**config.mk**
```make
export PLATFORM = sky130hd
export DESIGN_NAME = mux_scan_scheduler
export DESIGN_NICKNAME = d
export VERILOG_FILES = /design/src/rtl/mux_scan_scheduler.sv
export SDC_FILE = /design/constraint.sdc
export NUM_CORES = 1
export LEC_CHECK = 0
export ABC_AREA = 1
export CAP_MARGIN = 20
export CELL_PAD_IN_SITES_DETAIL_PLACEMENT = 1
export CELL_PAD_IN_SITES_GLOBAL_PLACEMENT = 2
export CORE_ASPECT_RATIO = 1.75
export CORE_MARGIN = 5
export CORE_UTILIZATION = 34
export DETAILED_ROUTE_END_ITERATION = 12
export GPL_TIMING_DRIVEN = 0
export PLACE_DENSITY = 0.93
export SKIP_LAST_GASP = 1
export SYNTH_ARGS = -nofsm -noshare
export SYNTH_HDL_FRONTEND = slang
export SYNTH_SLANG_ARGS = --single-unit
```
**constraint.sdc**
```tcl
create_clock -name clk -period 3.4 [get_ports clk]
set_input_delay 0.34 -clock clk [delete_from_list [all_inputs] [get_ports clk]]
set_output_delay 0.34 -clock clk [all_outputs]
set_load 0.01 [all_outputs]
```
**src/rtl/mux_scan_scheduler.sv**
```systemverilog
// mux_scan_scheduler: scan sequencer for a 4-digit multiplexed common-anode display.
// Walks digit select 0..3 as BLANK (all dark) then DRIVE (one digit low) per slot.
// Holds a double-buffered 16-bit value; new values take effect only at frame boundaries.
// Optional build macro: LEADING_ZERO_BLANK_EN (darkens leading-zero digits 1..3).
module mux_scan_scheduler #(
  parameter int ON_CYCLES    = 50000,
  parameter int BLANK_CYCLES = 500,
  parameter int CNT_W        = 16
) (
  input  logic        clk,
  input  logic        reset,
  input  logic        enable,
  input  logic [15:0] value,
  input  logic        load,
  output logic [1:0]  select,
  output logic [3:0]  display,
  output logic [3:0]  digit_nibble,
  output logic        frame_done,
  output logic        busy
);

  localparam logic [1:0] IDLE  = 2'd0;
  localparam logic [1:0] BLANK = 2'd1;
  localparam logic [1:0] DRIVE = 2'd2;

  localparam logic [CNT_W-1:0] BLANK_LAST = CNT_W'(BLANK_CYCLES - 1);
  localparam logic [CNT_W-1:0] ON_LAST    = CNT_W'(ON_CYCLES - 1);

  logic [1:0]       state_q, state_d;
  logic [1:0]       select_q, select_d;
  logic [CNT_W-1:0] timer_q, timer_d;
  logic [3:0]       display_q, display_d;
  logic [3:0]       digit_nibble_q, digit_nibble_d;
  logic             frame_done_q, frame_done_d;
  logic             busy_q, busy_d;
  logic [15:0]      active_q, active_d;
  logic [15:0]      pending_q, pending_d;
  logic             pend_flag_q, pend_flag_d;

  // Per-digit view of the buffer that will be active next cycle, so the
  // nibble output moves in lockstep with select and with frame swaps.
  logic [3:0] nib_w [4];

  genvar gi;
  generate
    for (gi = 0; gi < 4; gi++) begin : g_nib
      assign nib_w[gi] = active_d[4*gi +: 4];
    end
  endgenerate

`ifdef LEADING_ZERO_BLANK_EN
  // upper_zero[n]: nibbles n..3 of the active value are all zero. Digit 0 is
  // never blanked, so its flag is tied low. The active buffer only changes
  // on entry to BLANK, so active_q is stable across every DRIVE slot.
  logic [3:0] upper_zero;
  generate
    for (gi = 0; gi < 4; gi++) begin : g_lz
      if (gi == 0) begin : g_d0
        assign upper_zero[gi] = 1'b0;
      end else begin : g_dn
        assign upper_zero[gi] = ~|active_q[15:4*gi];
      end
    end
  endgenerate
`endif

  // Next-state logic: slot sequencing, enable parking and buffer handoff.
  always_comb begin
    state_d      = state_q;
    select_d     = select_q;
    timer_d      = timer_q;
    frame_done_d = 1'b0;
    active_d     = active_q;
    pending_d    = pending_q;
    pend_flag_d  = pend_flag_q;

    // A boundary swap reads pend_flag_q, so a load in the boundary cycle
    // lands in pending after the older pending value has moved to active.
    if (load) begin
      pending_d   = value;
      pend_flag_d = 1'b1;
    end

    case (state_q)
      IDLE: begin
        if (enable) begin
          state_d  = BLANK;
          select_d = 2'd0;
          timer_d  = '0;
        end
      end
      BLANK: begin
        if (!enable) begin
          state_d  = IDLE;
          select_d = 2'd0;
          timer_d  = '0;
        end else if (timer_q == BLANK_LAST) begin
          state_d = DRIVE;
          timer_d = '0;
        end else begin
          timer_d = timer_q + CNT_W'(1);
        end
      end
      DRIVE: begin
        if (!enable) begin
          // Parking takes priority over the frame boundary: no pulse, no swap.
          state_d  = IDLE;
          select_d = 2'd0;
          timer_d  = '0;
        end else if (timer_q == ON_LAST) begin
          state_d = BLANK;
          timer_d = '0;
          if (select_q == 2'd3) begin
            select_d     = 2'd0;
            frame_done_d = 1'b1;
            if (pend_flag_q) begin
              active_d = pending_q;
              if (!load) begin
                pend_flag_d = 1'b0;
              end
            end
          end else begin
            select_d = select_q + 2'd1;
          end
        end else begin
          timer_d = timer_q + CNT_W'(1);
        end
      end
      default: begin
        state_d  = IDLE;
        select_d = 2'd0;
        timer_d  = '0;
      end
    endcase
  end

  // Output decode from the next state so every output is a plain register.
  always_comb begin
    busy_d         = (state_d != IDLE);
    digit_nibble_d = nib_w[select_d];
    display_d      = 4'b1111;
    if (state_d == DRIVE) begin
      display_d = ~(4'b0001 << select_d);
`ifdef LEADING_ZERO_BLANK_EN
      if (upper_zero[select_d]) begin
        display_d = 4'b1111;
      end
`endif
    end
  end

  // State and output registers with synchronous reset.
  always_ff @(posedge clk) begin
    if (reset) begin
      state_q        <= IDLE;
      select_q       <= 2'd0;
      timer_q        <= '0;
      display_q      <= 4'b1111;
      digit_nibble_q <= 4'd0;
      frame_done_q   <= 1'b0;
      busy_q         <= 1'b0;
      active_q       <= 16'd0;
      pending_q      <= 16'd0;
      pend_flag_q    <= 1'b0;
    end else begin
      state_q        <= state_d;
      select_q       <= select_d;
      timer_q        <= timer_d;
      display_q      <= display_d;
      digit_nibble_q <= digit_nibble_d;
      frame_done_q   <= frame_done_d;
      busy_q         <= busy_d;
      active_q       <= active_d;
      pending_q      <= pending_d;
      pend_flag_q    <= pend_flag_d;
    end
  end

  assign select       = select_q;
  assign display      = display_q;
  assign digit_nibble = digit_nibble_q;
  assign frame_done   = frame_done_q;
  assign busy         = busy_q;

endmodule

```
==> results.ini <==
[timing]
layout_min_cycle_time_ns=2.25
maxSlewViolCount=0
relSlewSlack_pct=55.5
rsz0062_at_grt=false
max_freq_mhz=445
worst_pin_slew_ns=0.667
clock_skew_ns=0.00372
hold_viol_final=0
finalSetupViolCount=0
period_share_pct=66.0
fin_setup_tns_ns=0

[critical_path]
path_max_fanout=4
required_ns=3.65
cp_top_family=simple AND/OR/NAND/NOR gates
critical_path_buf_inv_count=0
critPathSlowestCell=dfxtp_1
crit_top_cell=or2_2
start_kind=register
max_stage_delay_ns=0.37
critPathKind=register to register
endpoint_kind=register
crit_chain=ha_1 -> nand3_2 -> or2_2 -> nor2_1 -> nand2_1 -> nor3_1 -> or2_2 -> nand3_1 -> a21oi_1
cp.arrival_ns=2.49

[placement]
place_hpwl_um=6140
gp_congestion=0.722
portBuffers=30

[logic_synthesis]
syn-mean-instance-area_um2=7.32
syn_inst=406
synth-seq-cells=63
syn-cell-area_um2=2970
ys_warn_count=0
synth_nets=432
netlist-cell-type-count=33
yosysSeqAreaShare_pct=42.4

[route]
vias=2714
first_pass_iters=4
drt_iter0_drc=78
wl_per_cell_um=14.0
wl_um=7930
vias_per_cell=4.80
drc=0
ant_nets=0

[grt]
grt_start_max_net_pins=11
antenna_found_initial=0
grt_pass1_vias=2902
grt_pass1_wl_um=13400
grt_use_total_pct=16.2
grt-ovfl-total=0

[worst_hold_path]
hold_class=register to register

[clock_network]
cts-root-buf=clkbuf_16
path_clk_slew_ns=0.05
htree_levels=3
post_cts_resized=0
cts_tree=yes
cts_setup_buffers=0
clk_path_buf_depth=2
cts-hold-fix-buffers=0
clk_latency_ns=0.32
cts_made_buffers=9
clock-sinks=63

[cells_and_area]
layout-drive-gt1-share_pct=10.9
synthToLayoutAreaGrowth_pct=24.2
layout_commonest_cell=nand2_1
num_antenna_cells=0
nets=473
final_cell_mix=nand2_1, dfxtp_1, nor2_1

[outcome]
status=finished, final reports clean

[floorplanning]
ioPinCount=32
fp.coreArea_um2=8610
dieWidth_um=80.7
die_area_um2=10800
start_util_pct=34.5
die_h_um=134
fp-row-count=45

[power]
power_density_nw_per_um2=460
power_frac_clock_pct=49.4
pwr-share-comb_pct=5.5
p_int_mw=1.33
finalPower_mw=1.70
p_seq_share_pct=45.0
vdd_ir_drop_max_mv=0.300
leakagePower_nw=1.56
p_sw_share_pct=21.5
p_sw_mw=0.365

[flow_run]
max_cap_viol_count=0

==> final cells by class <==
type	instances	area [µm²]
timing repair buffer	30	300
clock inverter	1	5.00
buffer	16	93.8
fill	1107	4920
sequential	63	1260
clock buffer	12	267
tap	117	146
multi-input combinational	297	1500
inverter	30	113
==> worst reg2reg max path, delay by kind of cell, from the launching register on <==
kind            cells  cell delay [ns]
compound gates      1             0.15
fa+ha+maj           1             0.26
simple gates        7             1.39
flops               1             0.37
==> registers in the layout, indices dropped and copies added (netlist names) <==
name and cells:
active_q 16, busy 1, digit_nibble 4, display 4, frame_done 1, pend_flag_q 1, pending_q 16, select 2
state_q 2, timer_q 16
==> worst paths after layout <==
kind	from	to	slack (ns)	depth (start not counted)
worst max-delay path	timer_q[0]$_SDFFE_PP0P_	timer_q[14]$_SDFFE_PP0P_	1.15	9
worst min register to register	active_q[0]$_SDFF_PP0_	active_q[0]$_SDFF_PP0_	0.46	2
worst max register to register	timer_q[0]$_SDFFE_PP0P_	timer_q[14]$_SDFFE_PP0P_	1.15	9
worst min-delay path	active_q[0]$_SDFF_PP0_	active_q[0]$_SDFF_PP0_	0.46	2
==> synth_stat cells <==
| cell type | n | share of area (%) |
|---|---|---|
| a211oi_1 | 1 | 0.25 |
| a21boi_2 | 1 | 0.38 |
| a21oi_1 | 36 | 6.1 |
| a21oi_2 | 4 | 1.2 |
| buf_2 | 2 | 0.34 |
| buf_4 | 1 | 0.25 |
| buf_6 | 2 | 0.76 |
| buf_8 | 1 | 0.51 |
| clkbuf_1 | 9 | 1.1 |
| clkbuf_2 | 1 | 0.17 |
| clkinv_1 | 2 | 0.25 |
| dfxtp_1 | 63 | 42 |
| ha_1 | 6 | 2.5 |
| inv_1 | 26 | 3.3 |
| inv_2 | 2 | 0.25 |
| nand2_1 | 100 | 13 |
| nand2_2 | 6 | 1.3 |
| nand2_4 | 3 | 1.1 |
| nand3_1 | 34 | 5.7 |
| nand3_2 | 5 | 1.7 |
| nand3_4 | 1 | 0.59 |
| nand3b_1 | 5 | 1.3 |
| nand3b_4 | 1 | 0.67 |
| nand4_1 | 6 | 1.3 |
| nor2_1 | 53 | 6.7 |
| nor2_2 | 1 | 0.21 |
| nor2_4 | 2 | 0.76 |
| nor2_8 | 1 | 0.67 |
| nor3_1 | 2 | 0.34 |
| o21ai_0 | 24 | 4.0 |
| o21bai_1 | 1 | 0.25 |
| or2_2 | 2 | 0.42 |
| xor2_1 | 2 | 0.59 |
==> per-stage QoR <==
step	hold WS (ns)	setup slack (ns)	std cells	util (%)	area, µm²
2_1_floorplan	0.444	1.56	406	-	2970
4_1_cts	0.469	1.11	566	42.8	3690
5_1_grt	0.492	0.925	566	42.8	3690
6_report	0.465	1.15	566	42.8	3690
3_5_place_dp	0.463	1.12	553	39.7	3420
3_3_place_gp	0.450	1.17	553	39.7	3420
==> power by group through the flow <==
stage | logic, mW | registers (mW) | clock network, mW
floorplan | 0.0516 | 0.778 | 0
global placement | 0.0927 | 0.779 | 0
detailed placement | 0.0957 | 0.780 | 0
CTS | 0.0966 | 0.765 | 0.857
global route | 0.107 | 0.766 | 0.881
finish | 0.0941 | 0.765 | 0.839
==> routing by layer <==
| layer | track usage, % | share of wire (%) |
|---|---|---|
| met3 | 3.65 | 2.9 |
| met2 | 31.3 | 57 |
| met1 | 15.6 | 37 |
| met5 | 0 | 0 |
| met4 | 7.14 | 2.9 |
==> cells by family (layout without fill, tap and decap cells) <==
| group | count (synthesis) | in the layout | share of synthesized area, % |
|---|---|---|---|
| compound gates | 67 | 67 | 12.2 |
| xor+xnor | 2 | 2 | 0.590 |
| flops | 63 | 63 | 42.4 |
| simple gates | 222 | 222 | 35.3 |
| buf+inv | 46 | 89 | 6.95 |
| fa+ha+maj | 6 | 6 | 2.53 |
No activity file was read; power rests on OpenSTA's default activity.
